[config.mk]
export PLATFORM = sky130hd
export DESIGN_NAME = mem_addr_seq_mux
export DESIGN_NICKNAME = d
export VERILOG_FILES = /design/src/rtl/banff_exec_pkg.sv /design/src/rtl/mem_addr_calc.sv /design/src/rtl/mem_addr_seq_mux.sv
export SDC_FILE = /design/constraint.sdc
export NUM_CORES = 1
export LEC_CHECK = 0
export CORE_MARGIN = 4
export CORE_UTILIZATION = 60
export DETAILED_ROUTE_END_ITERATION = 10
export DONT_BUFFER_PORTS = 1
export GPL_ROUTABILITY_DRIVEN = 0
export PLACE_DENSITY = 0.9
export SETUP_SLACK_MARGIN = 0.1
export SLEW_MARGIN = 20
export SYNTH_ARGS = -nofsm -noshare
export SYNTH_HDL_FRONTEND = slang
export SYNTH_SLANG_ARGS = --single-unit
[constraint.sdc]
create_clock -name clock -period 2.2 [get_ports clock]
set_input_delay 0.44 -clock clock [delete_from_list [all_inputs] [get_ports clock]]
set_output_delay 0.44 -clock clock [all_outputs]
set_load 0.01 [all_outputs]
[src/rtl/banff_exec_pkg.sv]
// Shared Execute-stage definitions: addressing-mode encodings and sequencer state type.
// Latency: n/a (types and constants only).
// Backpressure: n/a.
`timescale 1ns/1ps
package banff_exec_pkg;

  // Addressing modes carried on the 2-bit mode field.
  localparam logic [1:0] MODE_BASE_OFS = 2'b00;
  localparam logic [1:0] MODE_POST_INC = 2'b01;
  localparam logic [1:0] MODE_PRE_DEC  = 2'b10;
  localparam logic [1:0] MODE_RSVD     = 2'b11;

  typedef enum logic {
    IDLE  = 1'b0,
    ISSUE = 1'b1
  } seq_state_t;

endpackage

[src/rtl/mem_addr_calc.sv]
// Base-source select plus signed offset add/subtract; yields first beat address and writeback value.
// Latency: purely combinational.
// Backpressure: none (no handshake at this level).
// Ports: i_src_addr packed sources, i_src_sel index (out-of-range -> source 0), i_offset,
//        i_mode; o_first_addr, o_wb_addr, o_wb_en (writeback wanted for this mode).
`timescale 1ns/1ps
module mem_addr_calc
  import banff_exec_pkg::*;
#(
  parameter int ADDR_WIDTH = 32,
  parameter int NUM_SRC    = 4,
  parameter int SEL_W      = $clog2(NUM_SRC)
) (
  input  logic [NUM_SRC*ADDR_WIDTH-1:0] i_src_addr,
  input  logic [SEL_W-1:0]              i_src_sel,
  input  logic [ADDR_WIDTH-1:0]         i_offset,
  input  logic [1:0]                    i_mode,
  output logic [ADDR_WIDTH-1:0]         o_first_addr,
  output logic [ADDR_WIDTH-1:0]         o_wb_addr,
  output logic                          o_wb_en
);

  logic [ADDR_WIDTH-1:0] w_base;
  logic [ADDR_WIDTH-1:0] w_sum;
  logic [ADDR_WIDTH-1:0] w_diff;

  // Source 0 is the fallback, so an index past NUM_SRC lands there.
  always_comb begin
    w_base = i_src_addr[ADDR_WIDTH-1:0];
    for (int i = 1; i < NUM_SRC; i++) begin
      if (i_src_sel == SEL_W'(i)) w_base = i_src_addr[i*ADDR_WIDTH +: ADDR_WIDTH];
    end
  end

  // Two's-complement wrap is intentional: modulo 2^ADDR_WIDTH arithmetic.
  assign w_sum  = w_base + i_offset;
  assign w_diff = w_base - i_offset;

  always_comb begin
    o_first_addr = w_sum;
    o_wb_addr    = w_sum;
    o_wb_en      = 1'b0;
    case (i_mode)
      MODE_POST_INC: begin
        o_first_addr = w_base;
        o_wb_addr    = w_sum;
        o_wb_en      = 1'b1;
      end
      MODE_PRE_DEC: begin
        o_first_addr = w_diff;
        o_wb_addr    = w_diff;
        o_wb_en      = 1'b1;
      end
      default: ; // BASE_OFS and reserved: base+offset, no writeback
    endcase
  end

endmodule

[src/rtl/mem_addr_seq_mux.sv]
// Memory-address select/sequencer: picks a base, applies mode/offset, issues N word addresses.
// Latency: 1 cycle accept-to-out_valid; 1 beat/cycle; next command accepted on last-beat handshake.
// Backpressure: out_ready low holds out_addr/out_beat/out_last; in_ready low until the last beat drains.
// Ports: clock/reset (async active-low); in_valid/in_ready command handshake with src_addr,
//        src_sel, offset, mode, beats; out_valid/out_ready beat handshake with out_addr, out_last,
//        out_beat, out_misaligned; wb_valid/wb_addr one-cycle base writeback.
// Option: define MEM_ADDR_ALIGN_CHECK_EN to register an alignment flag per beat (else tied 0).
`timescale 1ns/1ps
module mem_addr_seq_mux
  import banff_exec_pkg::*;
#(
  parameter int ADDR_WIDTH = 32,
  parameter int NUM_SRC    = 4,
  parameter int MAX_BEATS  = 8,
  parameter int WORD_BYTES = 4,
  parameter int SEL_W      = $clog2(NUM_SRC),
  parameter int BEATS_W    = $clog2(MAX_BEATS + 1),
  parameter int BEAT_IDX_W = (MAX_BEATS > 1) ? $clog2(MAX_BEATS) : 1
) (
  input  logic                          clock,
  input  logic                          reset,
  input  logic                          in_valid,
  output logic                          in_ready,
  input  logic [NUM_SRC*ADDR_WIDTH-1:0] src_addr,
  input  logic [SEL_W-1:0]              src_sel,
  input  logic [ADDR_WIDTH-1:0]         offset,
  input  logic [1:0]                    mode,
  input  logic [BEATS_W-1:0]            beats,
  output logic                          out_valid,
  input  logic                          out_ready,
  output logic [ADDR_WIDTH-1:0]         out_addr,
  output logic                          out_last,
  output logic [BEAT_IDX_W-1:0]         out_beat,
  output logic                          wb_valid,
  output logic [ADDR_WIDTH-1:0]         wb_addr,
  output logic                          out_misaligned
);

  seq_state_t              r_state;
  logic                    r_out_valid;
  logic [ADDR_WIDTH-1:0]   r_out_addr;
  logic [BEAT_IDX_W-1:0]   r_out_beat;
  logic [BEAT_IDX_W-1:0]   r_last_idx;
  logic                    r_out_last;
  logic                    r_wb_valid;
  logic [ADDR_WIDTH-1:0]   r_wb_addr;

  logic [ADDR_WIDTH-1:0]   w_first_addr;
  logic [ADDR_WIDTH-1:0]   w_wb_addr;
  logic                    w_wb_en;
  logic [ADDR_WIDTH-1:0]   w_next_addr;
  logic [BEATS_W-1:0]      w_n;
  logic [BEAT_IDX_W-1:0]   w_last_idx;
  logic                    w_fire;
  logic                    w_accept;

  mem_addr_calc #(
    .ADDR_WIDTH (ADDR_WIDTH),
    .NUM_SRC    (NUM_SRC),
    .SEL_W      (SEL_W)
  ) u_calc (
    .i_src_addr   (src_addr),
    .i_src_sel    (src_sel),
    .i_offset     (offset),
    .i_mode       (mode),
    .o_first_addr (w_first_addr),
    .o_wb_addr    (w_wb_addr),
    .o_wb_en      (w_wb_en)
  );

  // Zero beats means one; anything past MAX_BEATS is clamped.
  assign w_n = (beats == '0) ? BEATS_W'(1) :
               (beats > BEATS_W'(MAX_BEATS)) ? BEATS_W'(MAX_BEATS) : beats;
  assign w_last_idx  = BEAT_IDX_W'(w_n - BEATS_W'(1));
  assign w_next_addr = r_out_addr + ADDR_WIDTH'(WORD_BYTES);
  assign w_fire      = r_out_valid && out_ready;

  // The last-beat handshake counts as idle so a following command issues with no bubble.
  assign in_ready = (!r_out_valid || out_ready) && ((r_state == IDLE) || r_out_last);
  assign w_accept = in_valid && in_ready;

  always_ff @(posedge clock or negedge reset) begin
    if (!reset) begin
      r_state     <= IDLE;
      r_out_valid <= 1'b0;
      r_out_addr  <= '0;
      r_out_beat  <= '0;
      r_last_idx  <= '0;
      r_out_last  <= 1'b0;
      r_wb_valid  <= 1'b0;
      r_wb_addr   <= '0;
    end else begin
      r_wb_valid <= 1'b0;
      if (w_accept) begin
        r_state     <= ISSUE;
        r_out_valid <= 1'b1;
        r_out_addr  <= w_first_addr;
        r_out_beat  <= '0;
        r_last_idx  <= w_last_idx;
        r_out_last  <= (w_last_idx == '0);
        r_wb_valid  <= w_wb_en;
        if (w_wb_en) r_wb_addr <= w_wb_addr;
      end else if (w_fire) begin
        if (r_out_last) begin
          r_state     <= IDLE;
          r_out_valid <= 1'b0;
          r_out_last  <= 1'b0;
        end else begin
          r_out_addr <= w_next_addr;
          r_out_beat <= r_out_beat + BEAT_IDX_W'(1);
          r_out_last <= ((r_out_beat + BEAT_IDX_W'(1)) == r_last_idx);
        end
      end
    end
  end

`ifdef MEM_ADDR_ALIGN_CHECK_EN
  localparam logic [ADDR_WIDTH-1:0] ALIGN_MASK = ADDR_WIDTH'(WORD_BYTES - 1);
  logic r_misaligned;

  // Flag tracks the address loaded into the output register on the same edge.
  always_ff @(posedge clock or negedge reset) begin
    if (!reset) begin
      r_misaligned <= 1'b0;
    end else if (w_accept) begin
      r_misaligned <= ((w_first_addr & ALIGN_MASK) != '0);
    end else if (w_fire) begin
      r_misaligned <= r_out_last ? 1'b0 : ((w_next_addr & ALIGN_MASK) != '0);
    end
  end
  assign out_misaligned = r_misaligned;
`else
  assign out_misaligned = 1'b0;
`endif

  assign out_valid = r_out_valid;
  assign out_addr  = r_out_addr;
  assign out_beat  = r_out_beat;
  assign out_last  = r_out_last;
  assign wb_valid  = r_wb_valid;
  assign wb_addr   = r_wb_addr;

endmodule

==> results of run 1 <==
## kinds of logic after synthesis
group / Yosys count / share of synthesized area [%]
compound gates: 363 / 27.3
simple gates: 295 / 16.5
buf+inv: 140 / 6.33
xor+xnor: 76 / 7.74
flops: 73 / 21.2
fa+ha+maj: 71 / 10.5
mux: 48 / 10.3
other cells: 1 / 0.0436
## through the flow
| stage | util, % | cell area, µm² | hold slack (ns) | TNS (ns) |
|---|---|---|---|---|
| after floorplan | - | 9110 | 0.144 | -65.23 |
| after detailed placement | 79.5 | 11100 | 0.146 | -64.81 |
| after global placement | 79.5 | 11100 | 0.146 | -56.41 |
| after CTS | 88.6 | 12300 | -0.214 | -41.64 |
## per-layer routing
layer	GRT usage [%]	GRT overflow
met5	48.9	5
met1	87.7	11
met3	84.7	19
met2	99.6	137
met4	93.2	93
## repair_timing
item | CTS
setup buffers | 30
endpoints found under the setup margin | 58
hold endpoints to repair | 73
cloned | 0
pin swaps | 90
resized for setup | 161
## cells in the mapped netlist, types with 3 or more instances
| library cell | number |
|---|---|
| mux2i_1 | 14 |
| o221ai_1 | 7 |
| xnor2_1 | 52 |
| and2_1 | 6 |
| nand2_1 | 107 |
| clkbuf_1 | 48 |
| a21o_1 | 9 |
| nor3_1 | 13 |
| a21oi_1 | 103 |
| nand2b_1 | 14 |
| buf_1 | 9 |
| or3_1 | 3 |
| a222oi_1 | 3 |
| or2_2 | 5 |
| and3_1 | 8 |
| a31oi_1 | 11 |
| a221o_1 | 11 |
| o31ai_1 | 13 |
| inv_1 | 74 |
| o211ai_1 | 9 |
| nor2b_1 | 11 |
| xor2_1 | 24 |
| and4_1 | 8 |
| ha_1 | 69 |
| a221oi_1 | 14 |
| o21ai_0 | 84 |
| o21a_1 | 8 |
| o22ai_1 | 9 |
| nand3_1 | 24 |
| a22oi_1 | 9 |
| a211oi_1 | 15 |
| nor4_1 | 10 |
| mux4_2 | 32 |
| buf_2 | 5 |
| o21bai_1 | 22 |
| nand4_1 | 6 |
| o21ai_1 | 4 |
| nor2_1 | 68 |
| dfrtp_1 | 73 |
| o31a_1 | 4 |
| a41oi_1 | 3 |
==> flow_summary.json, run 1 <==
{
  "preCtsSetupSlack_ns": -1.63,
  "synth_area_leaders": "dfrtp_1, ha_1, mux4_2",
  "synthesis.area_um2": 8600,
  "synth_edf_count": 0,
  "avgSynthCellArea_um2": 8.06,
  "ios": 244,
  "cts.htree.levels": 3,
  "yosysSeqAreaShare_pct": 21.2,
  "yosys_register_bits": 73,
  "synth_ff_type": "dfrtp_1",
  "start_util_pct": 61.7,
  "yosysWarnings": 0,
  "cts_root_buf": "clkbuf_16",
  "crit_endpoint": "out_addr[24]$_DFFE_PN0P_/D",
  "placed_cells": 1460,
  "overflow": 265,
  "clkSinkCount": 73,
  "synth.top_cell.area_share_pct": 21.2,
  "lastStage": "5_1_grt",
  "ys_async_sr_fraction_pct": 100,
  "die_x_um": 128,
  "io_buffers": 0,
  "synth_cell_types": 78,
  "synth_largest_area_cell": "dfrtp_1",
  "endpoint_type": "register data pin",
  "clk_path_buf_depth": 2,
  "syn_inst": 1067,
  "grt_max_degree": 74,
  "dpl.hpwl_mm": 30.4,
  "rows": 43,
  "cts_buffers": 9,
  "error": "[ERROR GRT-0232] Routing congestion too high. Check the congestion heatmap in the GUI.",
  "grt_util_all_layers_pct": 90.1,
  "syn_nets": 1310,
  "die_h_um": 128,
  "status": "did not finish"
}
==> run 2, diff against run 1 <==
CORE_UTILIZATION = 40   (was 60)
PLACE_DENSITY = not set   (was 0.9)
PLACE_DENSITY_LB_ADDON = 0.15   (was not set)
SETUP_SLACK_MARGIN = not set   (was 0.1)
clock period = 2.9 ns   (was 2.2 ns; I/O delays follow)
==> flow_summary.json, run 2 <==
{
  "status": "finished, violations left",
  "violations": "negative setup slack",
  "rows": 53,
  "synth_cell_types": 78,
  "path_max_fanout": 32,
  "critPathKind": "in -> reg",
  "syn_nets": 1310,
  "routedWlPerCell_um": 22.3,
  "max-vdd-ir-drop_mv": 0.258,
  "start_util_pct": 40.8,
  "antenna_found_initial": 0,
  "grt_pass1_wl_mm": 53.0,
  "p_sw_w": 0.00343,
  "timing.final.crit_share_pct": 122,
  "netSwitchingFraction_pct": 45.0,
  "clk_path_buf_depth": 2,
  "final_cell_mix": "buf_4, nand2_1, a21oi_1",
  "fmax_mhz": 282,
  "cap_violations": 0,
  "final_common_cell": "buf_4",
  "setup_violations": 49,
  "yosys_register_bits": 73,
  "hold-worst-slack_ns": 0.105,
  "clk_latency_ns": 0.34,
  "area_delta_synth_final_pct": 42.3,
  "core_area_um2": 21100,
  "io_buffers": 0,
  "synth.top_cell.area_share_pct": 21.2,
  "synthesis.area_um2": 8600,
  "diodes": 0,
  "hp-class": "in -> async",
  "total_power_w": 0.00763,
  "slew_violations": 0,
  "tightestPinTransition_ns": 0.999,
  "drc_errors": 0,
  "cellLeakagePower_nw": 5.29,
  "cp_common_cell": "buf_4",
  "start_kind": "primary input",
  "synth_area_leaders": "dfrtp_1, ha_1, mux4_2",
  "ios": 244,
  "cpMaxStageDelayCell": "mux4_2",
  "finalHoldViolations": 0,
  "grt_max_degree": 74,
  "crit_required_ns": 3.11,
  "synth_edf_count": 0,
  "fin_area_um2": 12200,
  "max_stage_delay_ns": 0.56,
  "die_area_um2": 23900,
  "drt_iter0_markers": 948,
  "synth_largest_area_cell": "dfrtp_1",
  "firstDrtPassIters": 6,
  "dpl.hpwl_mm": 28.5,
  "drive_gt1_share_pct": 37.2,
  "clockPowerShare_pct": 14.6,
  "yosysWarnings": 0,
  "yosysSeqAreaShare_pct": 21.2,
  "viasPerCell": 5.91,
  "dpl-instance-area_um2": 10900,
  "cts_tree": "done",
  "synth_commonest_cells": "nand2_1, a21oi_1, o21ai_0",
  "clkSinkCount": 73,
  "rsz0062_at_grt": "yes",
  "postLayoutSetupSlackWorst_ns": -0.640,
  "overflow": 0,
  "yosys.cell_count.top_type": "nand2_1",
  "cts_buffers": 9,
  "final_nets": 1541,
  "grt_pass1_vias": 8975,
  "ys_async_sr_fraction_pct": 100,
  "instances_no_fill": 1578,
  "grt_util_all_layers_pct": 28.2,
  "die_x_um": 155,
  "p_seq_share_pct": 29.2,
  "synth_ff_type": "dfrtp_1",
  "vias": 9331,
  "avgSynthCellArea_um2": 8.06,
  "placed_cells": 1527,
  "cp_cell_sequence": "mux4_2 -> buf_4 -> inv_2 -> ha_4 -> fa_2 -> nor2b_4 -> o31a_1 -> o2111a_1 -> nor4b_2 -> buf_4 -> nand2b_4 -> o41ai_2 -> a221o_1 -> a222oi_1 -> a21oi_1",
  "ant_nets": 0,
  "p_per_area_nw_per_um2": 624,
  "critPathArrivalTime_ns": 3.75,
  "skew_ns": 0.0103,
  "cts_root_buf": "clkbuf_16",
  "routed_wirelength_mm": 35.3,
  "combPwrFrac_pct": 56.2,
  "cts.htree.levels": 3,
  "maxSlewHeadroom_pct": 33.2,
  "syn_inst": 1067,
  "internal_power_w": 0.00420,
  "end_kind": "flip-flop",
  "cts.reportedPaths.clkPinSlew_ns": 0.06,
  "die_h_um": 155,
  "nFillCells": 1893,
  "period_needed_ns": 3.54
}
==> run 2: cell counts after synthesis <==
Identical to the previous run, type by type.
==> run 2: area by class of cell <==
type                    count  area (µm²)  area share [%]
clock buffers               9         225            1.84
clock inverters             7        71.3           0.583
inverters                  75         289            2.36
multi-input cells         854        7270            59.4
flip-flops and latches     73        1830            14.9
well taps                 275         344            2.81
repair buffers            285        2210            18.1
==> run 2: path summary, 6_finish.rpt <==
path / cells after the start / endpoint / slack, ns / from
setup / recovery: 15 / out_addr[24] / -0.64 / src_sel[0]
hold / removal: 1 / wb_addr[0] / 0.10 / reset
setup reg to reg: 11 / out_addr[25] / 0.23 / out_addr[11]
hold reg to reg: 2 / r_last_idx[1] / 0.50 / r_last_idx[1]
max in group asynchronous: 1 / wb_valid / 2.44 / reset
min in group clock: 1 / out_valid / 0.36 / in_valid
==> run 2: worst max-delay path, delay by kind of cell <==
| kind | cells | cell delay (ns) |
|---|---|---|
| AOI/OAI and AO/OA | 6 | 1.44 |
| muxes | 1 | 0.56 |
| buffers and inverters | 3 | 0.39 |
| and+or+nand+nor | 3 | 0.39 |
| adders and majority gates | 2 | 0.35 |
==> run 2: cell families (layout without fill, tap and decap cells) <==
group	Yosys count	count (layout)	synth area share [%]
DFF	73	73	21.2
muxes	48	48	10.3
buffers and inverters	140	376	6.33
and+or+nand+nor	295	295	16.5
other	1	1	0.0436
xor gates and xnor gates	76	76	7.74
AOI/OAI and AO/OA	363	363	27.3
adders and majority gates	71	71	10.5
==> run 2: routing by layer <==
metal | share of wire, % | vias up | GRT usage [%] | routed length (µm)
met5 | 0 | - | 0 | 0
met4 | 0.80 | 0 | 3.78 | 282
met3 | 12 | 20 | 7.30 | 4270
met2 | 42 | 514 | 40.7 | 14700
met1 | 45 | 4405 | 43.4 | 16000
li1 | - | 4392 | - | -
==> run 2: power groups by stage <==
stage	Combinational (W)	Sequential [W]	Clock, W
2_1_floorplan	0.00233	0.00208	0
4_1_cts	0.00405	0.00224	0.00113
6_report	0.00429	0.00223	0.00111
3_5_place_dp	0.00371	0.00226	0
5_1_grt	0.00464	0.00230	0.00116
3_3_place_gp	0.00367	0.00224	0
==> run 2: per-stage QoR <==
| stage | utilization (%) | worst slack, ns | setup TNS (ns) |
|---|---|---|---|
| after floorplan | - | -1.16 | -32.55 |
| after global placement | 51.8 | -0.852 | -28.68 |
| after detailed placement | 51.8 | -0.927 | -30.90 |
| after CTS | 56.5 | -0.535 | -8.92 |
| after global routing | 58.0 | -0.743 | -19.01 |
| final | 58.0 | -0.640 | -14.47 |
==> run 2: repair_timing <==
item	in CTS	in global routing
endpoints found under the setup margin	45	50
hold buffers	1	0
hold endpoints to repair	73	0
buffers inserted	28	13
pin swaps	70	49
resized for setup	102	41
No activity file was read; power rests on OpenSTA's default activity.
==> run 3, diff against run 2 <==
CELL_PAD_IN_SITES_DETAIL_PLACEMENT = 0   (was not set)
CELL_PAD_IN_SITES_GLOBAL_PLACEMENT = 1   (was not set)
HOLD_SLACK_MARGIN = 0.03   (was not set)
PLACE_DENSITY_LB_ADDON = 0.1   (was 0.15)
==> flow_summary.json, run 3 (synthesis gave the netlist of run 2 again) <==
{
  "ff2ff_setup_slack_ns": 0.28,
  "die_area_um2": 23900,
  "max-vdd-ir-drop_mv": 0.303,
  "cts_buffers": 9,
  "rr_worst_depth": 10,
  "ant_nets": 0,
  "p_per_area_nw_per_um2": 633,
  "tightestPinTransition_ns": 0.650,
  "hp-class": "in -> async",
  "instances_no_fill": 1574,
  "slew_violations": 0,
  "diodes": 0,
  "finalHoldViolations": 0,
  "max_stage_delay_ns": 0.60,
  "drive_gt1_share_pct": 39.0,
  "vias": 9244,
  "routedWlPerCell_um": 22.1,
  "clk_path_buf_depth": 2,
  "rows": 53,
  "cts_tree": "done",
  "placed_cells": 1529,
  "core_area_um2": 21100,
  "cp_cell_sequence": "mux4_2 -> ha_4 -> inv_2 -> fa_2 -> o21bai_4 -> a221oi_2 -> o21bai_1 -> a31oi_1 -> a21o_1 -> buf_4 -> a2111oi_4 -> or3_4 -> o2111a_1 -> o22ai_1 -> o21a_1",
  "path_max_fanout": 32,
  "viasPerCell": 5.87,
  "critPathArrivalTime_ns": 3.81,
  "status": "finished, violations left",
  "fmax_mhz": 283,
  "dpl.hpwl_mm": 28.4,
  "preCtsSetupSlack_ns": -0.911,
  "fin_util_pct": 59.0,
  "violations": "negative setup slack",
  "start_kind": "primary input",
  "clk_latency_ns": 0.34,
  "drc_errors": 0,
  "final_common_cell": "buf_4",
  "start_util_pct": 40.8,
  "cts.htree.levels": 3,
  "r2r-end": "out_addr[29]",
  "cellLeakagePower_nw": 5.36,
  "maxSlewHeadroom_pct": 56.6,
  "die_h_um": 155,
  "grt_pass1_vias": 9034,
  "ios": 244,
  "io_buffers": 0,
  "grt_pass1_wl_mm": 52.5,
  "postLayoutSetupSlackWorst_ns": -0.635,
  "drt_iter0_markers": 654,
  "critPathKind": "in -> reg",
  "rsz0062_at_grt": "yes",
  "timing.final.crit_share_pct": 122,
  "overflow": 0,
  "cap_violations": 0,
  "skew_ns": 0.0132,
  "antenna_found_initial": 0,
  "grt_util_all_layers_pct": 28.0,
  "rr_startpoint": "out_addr[10]",
  "area_delta_synth_final_pct": 44.8,
  "final_cell_mix": "buf_4, nand2_1, a21oi_1",
  "cts_root_buf": "clkbuf_16",
  "cpMaxStageDelayCell": "mux4_2",
  "setup_violations": 47,
  "end_kind": "flip-flop",
  "grt_max_degree": 74,
  "routed_wirelength_mm": 34.8,
  "period_needed_ns": 3.53,
  "crit_required_ns": 3.18,
  "cts.reportedPaths.clkPinSlew_ns": 0.06,
  "final_nets": 1537,
  "firstDrtPassIters": 5,
  "clkSinkCount": 73,
  "die_x_um": 155
}
[run 3: cell types whose count changed in the layout (fill, tap and decap cells not counted), moves of 5 or more]
cell | before | now
buf_6 | 14 | 24
ha_1 | 52 | 47
o21ai_2 | 5 | 10
buf_4 | 270 | 256
a21oi_2 | 10 | 15
o21ai_1 | 36 | 26
[run 3: how the worst max path moves through the flow]
stage	start	to	slack, ns
finish	src_sel[0]	out_addr[28]	-0.63
global route	src_sel[0]	out_addr[24]	-0.69
CTS	src_sel[0]	out_addr[24]	-0.49
detailed placement	src_sel[0]	out_addr[24]	-0.91
global placement	src_sel[0]	out_addr[24]	-0.91
floorplan	src_sel[0]	out_addr[24]	-1.16
[run 3: area by class of cell]
| type | count | area [µm²] |
|---|---|---|
| Sequential cell | 73 | 1830 |
| Tap cell | 275 | 344 |
| Fill cell | 1867 | 8640 |
| Multi-Input combinational cell | 854 | 7420 |
| Clock buffer | 12 | 267 |
| Clock inverter | 4 | 73.8 |
| Inverter | 75 | 292 |
| Timing Repair Buffer | 281 | 2220 |
[run 3: metrics by stage]
stage / instance area [µm²] / hold WS [ns] / TNS [ns] / total power (W)
after detailed placement: 10900 / 0.286 / -33.40 / 0.00601
after floorplan: 9080 / 0.284 / -32.55 / 0.00440
after CTS: 12000 / 0.149 / -11.91 / 0.00764
final: 12400 / 0.139 / -15.15 / 0.00788
after global placement: 10900 / 0.286 / -32.23 / 0.00598
after global routing: 12400 / 0.162 / -19.05 / 0.00836
[run 3: repair_timing]
item / 4_1_cts / 5_1_grt
resized for setup: 115 / 66
setup buffers: 26 / 12
pin swaps: 73 / 71
hold endpoints to repair: 73 / 0
hold buffers: 1 / 0
endpoints found under the setup margin: 49 / 50
[run 3: worst max-delay path: cells and delay by family]
kind | cells | cell delay (ns)
buffers and inverters | 2 | 0.18
and+or+nand+nor | 1 | 0.42
muxes | 1 | 0.60
AOI/OAI and AO/OA | 9 | 1.58
adders and majority gates | 2 | 0.44
[run 3: layer usage]
layer  global-route usage, %  wire, µm  vias to the layer above  part of all wire (%)
met5                       0         0                        -                     0
met4                    4.88       287                        0                  0.82
met3                    6.07      3440                       22                   9.9
met2                    39.7     14500                      433                    42
met1                    43.9     16600                     4411                    48
li1                        -         -                     4378                     -
[run 3: where the power goes]
part,switching (W),internal [W],total [W]
logic,0.00232,0.00212,0.00444
clock network,0.000435,0.000824,0.00126
registers,0.000692,0.00149,0.00218
